File: src/rtl/k_alu_issue_unit.sv
// Flow-controlled issue stage for the combinational K_ALU_32: request FIFO -> ALU -> registered response.
// Optional rsp_zero output enabled by defining K_ALU_ISSUE_ZERO_FLAG_EN.
module k_alu_issue_unit #(
  parameter int WIDTH = 32,
  parameter int SEL_W = 4,
  parameter int DEPTH = 4
) (
  input  logic                     clk,
  input  logic                     rst,
  input  logic                     req_valid,
  output logic                     req_ready,
  input  logic [WIDTH-1:0]         req_a,
  input  logic [WIDTH-1:0]         req_b,
  input  logic [SEL_W-1:0]         req_sel,
  output logic [WIDTH-1:0]         alu_a,
  output logic [WIDTH-1:0]         alu_b,
  output logic [SEL_W-1:0]         alu_sel,
  input  logic [WIDTH-1:0]         alu_res,
  output logic                     rsp_valid,
  input  logic                     rsp_ready,
  output logic [WIDTH-1:0]         rsp_res,
  output logic [SEL_W-1:0]         rsp_sel,
`ifdef K_ALU_ISSUE_ZERO_FLAG_EN
  output logic                     rsp_zero,
`endif
  output logic [$clog2(DEPTH):0]   count
);

  localparam int PTR_W = $clog2(DEPTH);
  localparam int CNT_W = PTR_W + 1;

  typedef struct packed {
    logic [WIDTH-1:0] a;
    logic [WIDTH-1:0] b;
    logic [SEL_W-1:0] sel;
  } entry_t;

  entry_t             mem_q [DEPTH];
  entry_t             head;

  logic [PTR_W-1:0]   wr_ptr_q, wr_ptr_d;
  logic [PTR_W-1:0]   rd_ptr_q, rd_ptr_d;
  logic [CNT_W-1:0]   count_q, count_d;
  logic               rsp_valid_q, rsp_valid_d;
  logic [WIDTH-1:0]   rsp_res_q, rsp_res_d;
  logic [SEL_W-1:0]   rsp_sel_q, rsp_sel_d;
`ifdef K_ALU_ISSUE_ZERO_FLAG_EN
  logic               rsp_zero_q, rsp_zero_d;
`endif

  logic               empty;
  logic               push;
  logic               issue;

  // req_ready depends on the occupancy register alone, so a same-cycle pop
  // when full does not open the input until the following cycle.
  assign empty     = (count_q == '0);
  assign req_ready = (count_q != CNT_W'(DEPTH));
  assign push      = req_valid && req_ready;
  assign issue     = !empty && (!rsp_valid_q || rsp_ready);

  assign head    = mem_q[rd_ptr_q];
  assign alu_a   = empty ? '0 : head.a;
  assign alu_b   = empty ? '0 : head.b;
  assign alu_sel = empty ? '0 : head.sel;

  assign rsp_valid = rsp_valid_q;
  assign rsp_res   = rsp_res_q;
  assign rsp_sel   = rsp_sel_q;
  assign count     = count_q;
`ifdef K_ALU_ISSUE_ZERO_FLAG_EN
  assign rsp_zero  = rsp_zero_q;
`endif

  always_comb begin
    // NOTE: every always_comb output gets a default first so no path leaves it unassigned (no latch).
    wr_ptr_d    = wr_ptr_q;
    rd_ptr_d    = rd_ptr_q;
    count_d     = count_q;
    rsp_valid_d = rsp_valid_q;
    rsp_res_d   = rsp_res_q;
    rsp_sel_d   = rsp_sel_q;
`ifdef K_ALU_ISSUE_ZERO_FLAG_EN
    rsp_zero_d  = rsp_zero_q;
`endif

    // DEPTH is a power of two, so pointers wrap by natural overflow.
    if (push)  wr_ptr_d = wr_ptr_q + PTR_W'(1);
    if (issue) rd_ptr_d = rd_ptr_q + PTR_W'(1);

    case ({push, issue})
      2'b10:   count_d = count_q + CNT_W'(1);
      2'b01:   count_d = count_q - CNT_W'(1);
      default: count_d = count_q;
    endcase

    if (issue) begin
      rsp_valid_d = 1'b1;
      rsp_res_d   = alu_res;
      rsp_sel_d   = head.sel;
`ifdef K_ALU_ISSUE_ZERO_FLAG_EN
      rsp_zero_d  = (alu_res == '0);
`endif
    end else if (rsp_ready) begin
      rsp_valid_d = 1'b0;
    end
  end

  // NOTE: sequential state uses non-blocking assignments so every register samples pre-edge values.
  always_ff @(posedge clk or posedge rst) begin
    if (rst) begin
      wr_ptr_q    <= '0;
      rd_ptr_q    <= '0;
      count_q     <= '0;
      rsp_valid_q <= 1'b0;
      rsp_res_q   <= '0;
      rsp_sel_q   <= '0;
`ifdef K_ALU_ISSUE_ZERO_FLAG_EN
      rsp_zero_q  <= 1'b0;
`endif
    end else begin
      wr_ptr_q    <= wr_ptr_d;
      rd_ptr_q    <= rd_ptr_d;
      count_q     <= count_d;
      rsp_valid_q <= rsp_valid_d;
      rsp_res_q   <= rsp_res_d;
      rsp_sel_q   <= rsp_sel_d;
`ifdef K_ALU_ISSUE_ZERO_FLAG_EN
      rsp_zero_q  <= rsp_zero_d;
`endif
    end
  end

  // NOTE: FIFO storage is not reset; count gates every read, so stale entries are never observed.
  always_ff @(posedge clk) begin
    if (push) mem_q[wr_ptr_q] <= {req_a, req_b, req_sel};
  end

endmodule

File: config.mk
export PLATFORM = sky130hd
export DESIGN_NAME = k_alu_issue_unit
export DESIGN_NICKNAME = d
export VERILOG_FILES = /design/src/rtl/k_alu_issue_unit.sv
export SDC_FILE = /design/constraint.sdc
export NUM_CORES = 1
export LEC_CHECK = 0
export ABC_AREA = 1
export BUFFER_PORTS_ARGS = -buffer_cell sky130_fd_sc_hd__buf_2
export CAP_MARGIN = 15
export CORE_MARGIN = 4
export CORE_UTILIZATION = 45
export CTS_CLUSTER_DIAMETER = 200
export DETAILED_ROUTE_END_ITERATION = 8
export PLACE_DENSITY = 0.75
export SYNTH_ARGS = -nofsm -noshare
export SYNTH_HDL_FRONTEND = slang
export SYNTH_SLANG_ARGS = --single-unit
File: constraint.sdc
create_clock -name clk -period 5.5 [get_ports clk]
set_input_delay 0.275 -clock clk [delete_from_list [all_inputs] [get_ports clk]]
set_output_delay 0.275 -clock clk [all_outputs]
set_load 0.01 [all_outputs]
==> results of run 1 <==
[final timing paths]
path | from | endpoint | slack, ns
min | req_b[17] | mem_q[0][21]$_DFFE_PP_ | 0.02
min reg2reg | rsp_res[17]$_DFFE_PP0P_ | rsp_res[17]$_DFFE_PP0P_ | 0.47
min in group asynchronous | rst | rsp_res[11]$_DFFE_PP0P_ | 0.48
max reg2reg | count[1]$_DFFE_PP0P_ | mem_q[2][36]$_DFFE_PP_ | 2.92
max | rd_ptr_q[0]$_DFFE_PP0P_ | alu_a[14] | 1.92
max in group asynchronous | rst | rd_ptr_q[0]$_DFFE_PP0P_ | 4.61
[sequential cells by signal, indices dropped and copies added (netlist names)]
| register | count |
|---|---|
| mem_q | 272 |
| rsp_res | 32 |
| rsp_sel | 4 |
| count | 3 |
| rsp_valid | 1 |
| rd_ptr_q | 2 |
| wr_ptr_q | 2 |
[per-layer routing]
metal,share of wire,track usage,up-vias,wire [um]
met3,0.067,0.0369,50,2040
met5,0,0,-,0
met4,0.022,0.0574,0,663
li1,-,-,4490,-
met1,0.41,0.225,4343,12300
met2,0.50,0.335,305,15300
[per-stage QoR]
step | hold WS, ns | worst slack, ns | util
2_1_floorplan | 0.374 | 1.35 | -
3_3_place_gp | 0.437 | 2.49 | 0.501
3_5_place_dp | 0.444 | 2.44 | 0.501
4_1_cts | 0.00170 | 1.89 | 0.574
5_1_grt | 0.0111 | 1.71 | 0.574
6_report | 0.0171 | 1.92 | 0.574
[power by group through the flow]
stage	combinational, uW	clock, uW	sequential, uW
2_1_floorplan	2040	0	3500
3_3_place_gp	3140	0	3480
3_5_place_dp	3200	0	3500
4_1_cts	3280	2260	3450
5_1_grt	3630	2360	3500
6_report	3240	2210	3450
[critical path, cell delays in order (launching register included)]
cell	delay, ns
dfrtp_4	0.74
inv_4	0.78
buf_4	0.60
nand2_1	0.11
nand2_1	0.10
nand2_1	0.06
a21oi_1	0.20
buf_2	0.16
[layout make-up]
cell class              count  area share
multi-input cells         686       0.176
well taps                 384      0.0292
inverters                 146      0.0335
repair buffers            322       0.130
clock buffers              45      0.0575
clock inverters            18     0.00936
diodes                      1    0.000152
flip-flops and latches    316       0.564
[placed cells by master (no fill, tap or decap), types with 3 or more instances in the layout]
cell,n
inv_1,142
a21oi_1,64
buf_2,212
clkbuf_16,36
nand2_1,517
nand3_1,78
clkinv_2,6
nor2_4,5
clkbuf_1,8
ha_1,5
edfxtp_1,272
nor2_1,5
buf_4,10
clkinv_1,7
dlygate4sd3_1,100
xor2_1,3
nand2_2,3
dfrtp_1,42
[cells by family (layout without fill, tap and decap cells)]
kind of cell | count (synthesis) | in the layout | share of synthesized area
AND/OR/NAND/NOR | 608 | 608 | 0.184
flip-flops | 316 | 316 | 0.711
buffers and inverters | 205 | 531 | 0.0686
AO/OA/AOI/OAI | 67 | 67 | 0.0266
adder cells (fa/ha/maj) | 6 | 6 | 0.00634
XOR/XNOR | 5 | 5 | 0.00336
other | 0 | 1 | 0
==> flow_summary_export.csv, run 1 <==
group,metric,value,unit
status,status,"finished, final reports clean",
final_layout,multiInputGateArea,0.00290,mm^2
cts,cts_sinks,316,
die,ios,213,
final_layout,finalNetCount,1617,
yosys,syn_area_per_cell,10.8,um^2
yosys,ys.flop_type,"edfxtp_1",
yosys,synth-edff-count,272,
sta,slew_violations,0,
pwr,ir_drop,0.385,mV
placement,post_dp_cell_area,0.0143,mm^2
pwr,swShare,0.372,
setup_path,crit_type,"reg2out",
sta,finalSetupViolations,0,
yosys,synth_top_cell_by_area,"edfxtp_1",
setup_path,start_kind,"flip-flop",
sta,post-route-period-util,0.650,
yosys,yosysMostFrequentCell,"nand2_1",
global_routing,grt_first_pass_wirelength,46.8,mm
sta,fin_crit,3.58,ns
pwr,p_int,5590,uW
pwr,total_power,8900,uW
pwr,pwr-share-clk,0.249,
cts,cts-root-buf,"clkbuf_16",
final_layout,stdcell_count,1918,
die,start_util,0.455,
final_layout,final_cell_area,0.0164,mm^2
sta,clock_skew,0.0137,ns
flow_run,maxCapViolations,0,
pwr,pwr-share-comb,0.364,
yosys,syn-cell-area,0.0130,mm^2
hold_path,worstHoldPathCells,1,
pwr,switchingPower,3310,uW
route,drc,0,
route,vias,9188,
global_routing,grt.total_usage,0.186,
cts,cts_buffers,35,
route,wl_per_cell,15.8,um
route,drtIter0Drc,544,
cts,cts_tree,"built",
sta,hold_viol,0,
pwr,seq_power_share,0.388,
yosys,synth_cell_types,21,
placement,dp_hpwl,16.2,mm
cts,cts_hold_buf,100,
cts,clk_pin_slew,0.06,ns
route,routed_wl,30.2,mm
setup_path,crit_fanout,88,
placement,portBuffers,212,
yosys,synth.top_cells.by_area,"edfxtp_1 (63%), nand2_1 (15%), dfrtp_1 (8.5%)",
die,core_area,0.0286,mm^2
setup_path,critPathCaptureType,"output pin",
cts,htreeDepth,2,
sta,tightest_slew,1.09,ns
final_layout,syn2layout_area_growth,26.2,%
yosys,ys_top_cells_by_count,"nand2_1 (517), edfxtp_1 (272), inv_1 (144)",
setup_path,crit_arrival,3.30,ns
pwr,p_leak,0.00737,uW
yosys,yosys_warnings,0,
final_layout,seqCellArea,0.00927,mm^2
placement,dp.cells,1754,
global_routing,grt_max_degree,89,
cts,cts_resized,0,
die,die_x,178,um
die,die_area,0.0317,mm^2
global_routing,overflow,0,
die,placementRows,62,
global_routing,grt_pass1_vias,9288,
route,firstDrtPassIters,5,
cts,cts_buffer_depth,3,
placement,gp_congestion,0.741,
sta,timing.setup.tns,0,ns
global_routing,grt_antenna_before_repair,1,
sta,max_slew_margin,0.272,
yosys,yosysTopAreaCellShare,0.627,
final_layout,fillers,2296,
sta,rsz0062_at_grt,"false",
yosys,synth-seq-area-share,0.711,
setup_path,reg2regPathDepth,5,
setup_path,worstPathRequired,5.22,ns
final_layout,drive_above_1_share,0.186,
yosys,netlist_instances,1207,
sta,fmax,0.280,GHz
cts,post-cts-setup-buffers,0,
die,die_h,178,um
yosys,async_flop_share,0.139,
route,ant_nets,0,
hold_path,min_path_type,"in2reg",
cts,clk-insertion-delay-late,0.50,ns
route,viasPerCell,4.79,
pwr,power_density,541,mW/mm^2
yosys,ys_seq_elements,316,
yosys,synth_fp_nets,1317,
(Power assumes the default switching activity.)
==> run 2: changes to the inputs <==
--- a/config.mk
+++ b/config.mk
@@ -12,7 +12,7 @@
 export CORE_UTILIZATION = 45
 export CTS_CLUSTER_DIAMETER = 200
 export DETAILED_ROUTE_END_ITERATION = 8
-export PLACE_DENSITY = 0.75
+export PLACE_DENSITY = 0.77
 export SYNTH_ARGS = -nofsm -noshare
 export SYNTH_HDL_FRONTEND = slang
 export SYNTH_SLANG_ARGS = --single-unit
==> constraint.sdc (replaced) <==
create_clock -name clk -period 3 [get_ports clk]
set_input_delay 0.15 -clock clk [delete_from_list [all_inputs] [get_ports clk]]
set_output_delay 0.15 -clock clk [all_outputs]
set_load 0.01 [all_outputs]
==> flow_summary_export.csv, run 2 (synthesized netlist as in run 1, its figures left out) <==
group,metric,value,unit
final_layout,layout_commonest_cell,"nand2_1",
pwr,ir_drop,0.669,mV
setup_path,critPathCaptureType,"output pin",
sta,fin_crit,2.47,ns
global_routing,overflow,0,
global_routing,grt_antenna_before_repair,1,
placement,portBuffers,212,
die,ios,213,
setup_path,reg2regPathDepth,9,
sta,max_slew_margin,0.386,
placement,gp_congestion,0.756,
global_routing,grt_pass1_vias,9252,
final_layout,final_cell_mix,"nand2_1 (517), edfxtp_1 (272), buf_2 (212)",
setup_path,crit_fanout,67,
cts,cts_tree,"built",
route,drtIter0Drc,499,
route,ant_nets,0,
route,routed_wl,30.0,mm
cts,cts_sinks,316,
final_layout,fillers,2209,
final_layout,final_cell_area,0.0166,mm^2
cts,cts_buffer_depth,3,
sta,timing.setup.tns,0,ns
sta,clock_skew,0.0104,ns
cts,cts_resized,0,
placement,post_dp_cell_area,0.0145,mm^2
final_layout,fin_util,0.579,
global_routing,grt_first_pass_wirelength,46.6,mm
route,wl_per_cell,15.6,um
route,firstDrtPassIters,5,
final_layout,drive_above_1_share,0.187,
die,start_util,0.455,
flow_run,maxCapViolations,0,
route,viasPerCell,4.78,
cts,clk-insertion-delay-late,0.50,ns
die,die_area,0.0317,mm^2
cts,cts_buffers,34,
pwr,p_leak,0.00742,uW
sta,hold_viol,0,
setup_path,crit_type,"reg2out",
status,status,"finished, final reports clean",
placement,pre_cts_ws,0.915,ns
sta,finalSetupViolations,0,
placement,dp_hpwl,16.1,mm
die,placementRows,62,
setup_path,crit_arrival,2.32,ns
sta,post-route-period-util,0.824,
setup_path,worstPathRequired,2.85,ns
sta,final_critical_path_setup_slack,0.528,ns
cts,cts-root-buf,"clkbuf_16",
pwr,power_density,988,mW/mm^2
final_layout,finalNetCount,1625,
die,core_area,0.0286,mm^2
final_layout,syn2layout_area_growth,27.2,%
sta,rsz0062_at_grt,"false",
sta,slew_violations,0,
sta,tightest_slew,0.921,ns
route,drc,0,
sta,fmax,0.404,GHz
final_layout,multiInputGateArea,0.00290,mm^2
final_layout,seqCellArea,0.00927,mm^2
global_routing,grt_max_degree,138,
final_layout,largest_reg_flops,272,
final_layout,regMostFlops,"mem_q",
route,vias,9200,
cts,htreeDepth,2,
die,die_x,178,um
cts,clk_pin_slew,0.06,ns
die,die_h,178,um
setup_path,start_kind,"flip-flop",
hold_path,min_path_type,"in2async",
global_routing,grt.total_usage,0.185,
## run 2: cell count changes in the layout (fill, tap and decap cells not counted), sizes merged
cell | before | now
buf | 222 | 228
clkbuf | 45 | 43
clkinv | 14 | 15
clkinvlp | 1 | 0
dlygate4sd3 | 100 | 103
inv | 147 | 145
## run 2: critical path, stage by stage (launching register included)
cell,delay (ns)
dfrtp_4,0.50
inv_4,0.34
buf_12,0.33
nand2_1,0.08
nand2_1,0.07
nand2_1,0.05
a21oi_1,0.23
buf_2,0.18
## run 2: final timing paths
check                                        startpoint                       to  slack [ns]
worst min register to register  rsp_res[13]$_DFFE_PP0P_  rsp_res[13]$_DFFE_PP0P_        0.47
max in group asynchronous                           rst  rd_ptr_q[0]$_DFFE_PP0P_        2.03
worst min-delay path                                rst  rsp_res[26]$_DFFE_PP0P_        0.23
min in group clk                            alu_res[23]  rsp_res[23]$_DFFE_PP0P_        0.38
worst max register to register     count[1]$_DFFE_PP0P_     count[2]$_DFFE_PP0P_        0.93
worst max-delay path            rd_ptr_q[0]$_DFFE_PP0P_                 alu_b[7]        0.53
## run 2: power by group
group          internal [uW]  total (uW)  switching, uW
Sequential              5880        6200            324
Combinational           2060        6180           4120
Clock                   2400        3990           1590
## run 2: cell type report
type,count,area share
repair buffers,331,0.138
flip-flops and latches,316,0.560
clock inverters,16,0.00770
inverters,146,0.0332
clock buffers,43,0.0572
well taps,384,0.0290
multi-input cells,686,0.175
diodes,1,0.000151
## run 2: metal layers
layer,part of all wire,vias to the layer above,track usage
met2,0.51,294,0.329
li1,-,4507,-
met3,0.071,53,0.0424
met4,0.021,2,0.0619
met5,0.00040,-,0
met1,0.40,4344,0.221
## run 2: per-stage QoR
stage,total power (uW),hold WS (ns),cells
floorplan,10100,0.249,1207
global placement,12200,0.192,1760
detailed placement,12400,0.184,1760
CTS,16500,0.198,1922
global route,17400,0.266,1922
finish,16400,0.231,1923
## run 2: repair_timing
| action | 4_1_cts | 5_1_grt |
|---|---|---|
| hold buffers | 103 | 0 |
| hold endpoints to repair | 324 | 0 |
| setup buffers | 0 | 0 |
==> run 3: changes to the inputs <==
==> constraint.sdc (replaced) <==
create_clock -name clk -period 2.25 [get_ports clk]
set_input_delay 0.1125 -clock clk [delete_from_list [all_inputs] [get_ports clk]]
set_output_delay 0.1125 -clock clk [all_outputs]
set_load 0.01 [all_outputs]
==> flow_summary_export.csv, run 3 (synthesized netlist as in run 1, its figures left out) <==
group,metric,value,unit
global_routing,grt_max_degree,72,
pwr,ir_drop,0.727,mV
route,drc,0,
final_layout,final_cell_area,0.0167,mm^2
die,placementRows,62,
global_routing,overflow,0,
die,die_area,0.0317,mm^2
die,core_area,0.0286,mm^2
hold_path,min_path_type,"in2async",
die,die_h,178,um
sta,rsz0062_at_grt,"true",
cts,post-cts-setup-buffers,0,
sta,tightest_slew,0.529,ns
global_routing,grt_antenna_before_repair,0,
route,top_layer,"met4",
global_routing,grt_first_pass_wirelength,47.4,mm
sta,fin_crit,2.18,ns
route,viasPerCell,4.82,
setup_path,crit_arrival,2.07,ns
final_layout,final_cell_mix,"nand2_1 (517), edfxtp_1 (272), buf_2 (212)",
global_routing,grt.total_usage,0.187,
final_layout,regMostFlops,"mem_q",
placement,gp_congestion,0.748,
setup_path,worstPathRequired,2.14,ns
cts,cts_tree,"built",
sta,post-route-period-util,0.969,
pwr,p_leak,0.00748,uW
final_layout,largest_reg_flops,272,
die,ios,213,
sta,max_slew_margin,0.648,
route,wl_per_cell,15.5,um
placement,portBuffers,212,
setup_path,crit_fanout,46,
final_layout,syn2layout_area_growth,28.3,%
final_layout,finalNetCount,1632,
sta,timing.setup.tns,0,ns
cts,htreeDepth,2,
die,start_util,0.455,
setup_path,start_kind,"flip-flop",
die,die_x,178,um
final_layout,drive_above_1_share,0.198,
route,routed_wl,30.0,mm
cts,clk-insertion-delay-late,0.49,ns
final_layout,layout_commonest_cell,"nand2_1",
sta,fmax,0.459,GHz
setup_path,critPathCaptureType,"output pin",
route,met3RoutedLength,1.94,mm
final_layout,fillers,2228,
sta,slew_violations,0,
route,vias,9299,
final_layout,n_antenna_cell,0,
route,wl_met2,15.3,mm
cts,clk_pin_slew,0.06,ns
route,firstDrtPassIters,5,
sta,hold_viol,0,
global_routing,grt_pass1_vias,9465,
status,status,"finished, final reports clean",
placement,post_dp_cell_area,0.0146,mm^2
route,drtIter0Drc,489,
cts,cts_buffers,35,
cts,cts_sinks,316,
setup_path,crit_type,"reg2out",
pwr,power_density,1320,mW/mm^2
pwr,total_power,22100,uW
cts,cts-root-buf,"clkbuf_16",
sta,clock_skew,0.0158,ns
flow_run,maxCapViolations,0,
route,met1_length,12.0,mm
route,ant_nets,0,
cts,cts_buffer_depth,3,
placement,dp_hpwl,16.5,mm
sta,finalSetupViolations,0,
[run 3: cell count changes in the layout (fill, tap and decap cells not counted), moves of 2 or more]
cell / change
dfrtp_1: -2
clkbuf_16: -2
buf_6: +2
a21oi_2: +7
a21oi_1: -7
dfrtp_2: +2
clkbuf_1: +3
buf_12: +4
clkinv_1: -5
clkbuf_8: +5
[run 3: power breakdown]
| group | switching, uW | total [uW] | internal, uW |
|---|---|---|---|
| registers | 460 | 8300 | 7840 |
| clock network | 2130 | 5270 | 3140 |
| logic | 5590 | 8560 | 2970 |
[run 3: metal layers]
metal / track usage / vias to the layer above
met2: 0.338 / 298
met3: 0.0320 / 66
met1: 0.226 / 4424
met5: 0 / -
li1: - / 4511
met4: 0.0654 / 0
[run 3: path summary, 6_finish.rpt]
check                           slack [ns]                 endpoint  cells past startpoint                    start
max in group asynchronous             1.38  rsp_res[25]$_DFFE_PP0P_                      4                      rst
min in group clk                      0.36  rsp_res[24]$_DFFE_PP0P_                      4              alu_res[24]
worst max register to register        0.22     count[2]$_DFFE_PP0P_                      9     count[1]$_DFFE_PP0P_
worst max-delay path                  0.07                alu_b[10]                      7  rd_ptr_q[0]$_DFFE_PP0P_
worst min register to register        0.47  rsp_res[16]$_DFFE_PP0P_                      2  rsp_res[16]$_DFFE_PP0P_
worst min-delay path                  0.17    rsp_valid$_DFFE_PP0P_                      3                      rst
[run 3: metrics by stage]
stage | utilization | setup slack, ns | hold WS (ns) | cells
finish | 0.584 | 0.0704 | 0.172 | 1930
global route | 0.584 | -0.0411 | 0.217 | 1930
CTS | 0.582 | 0.000780 | 0.159 | 1930
detailed placement | 0.509 | 0.242 | 0.143 | 1766
global placement | 0.509 | 0.313 | 0.140 | 1766
floorplan | - | 0.000763 | 0.211 | 1207
[run 3: cell type report]
type,instances,area [um^2],area share
flip-flops and latches,316,9280,0.555
repair buffers,337,2410,0.144
clock buffers,49,978,0.0585
clock inverters,12,87.6,0.00524
multi-input cells,686,2930,0.175
well taps,384,480,0.0287
inverters,146,561,0.0335
[run 3: worst max-delay path, stage by stage (launching register included)]
cell and delay [ns]:
dfrtp_4 0.57, clkinv_8 0.16, buf_16 0.21, nand2_1 0.07
nand2_1 0.06, nand2_1 0.05, a21oi_1 0.22, buf_2 0.18
[run 3: repair_timing]
| action | 4_1_cts | 5_1_grt |
|---|---|---|
| hold endpoints to repair | 325 | 0 |
| hold buffers | 103 | 0 |
| resized for setup | 1 | 12 |
| endpoints found under the setup margin | 28 | 47 |
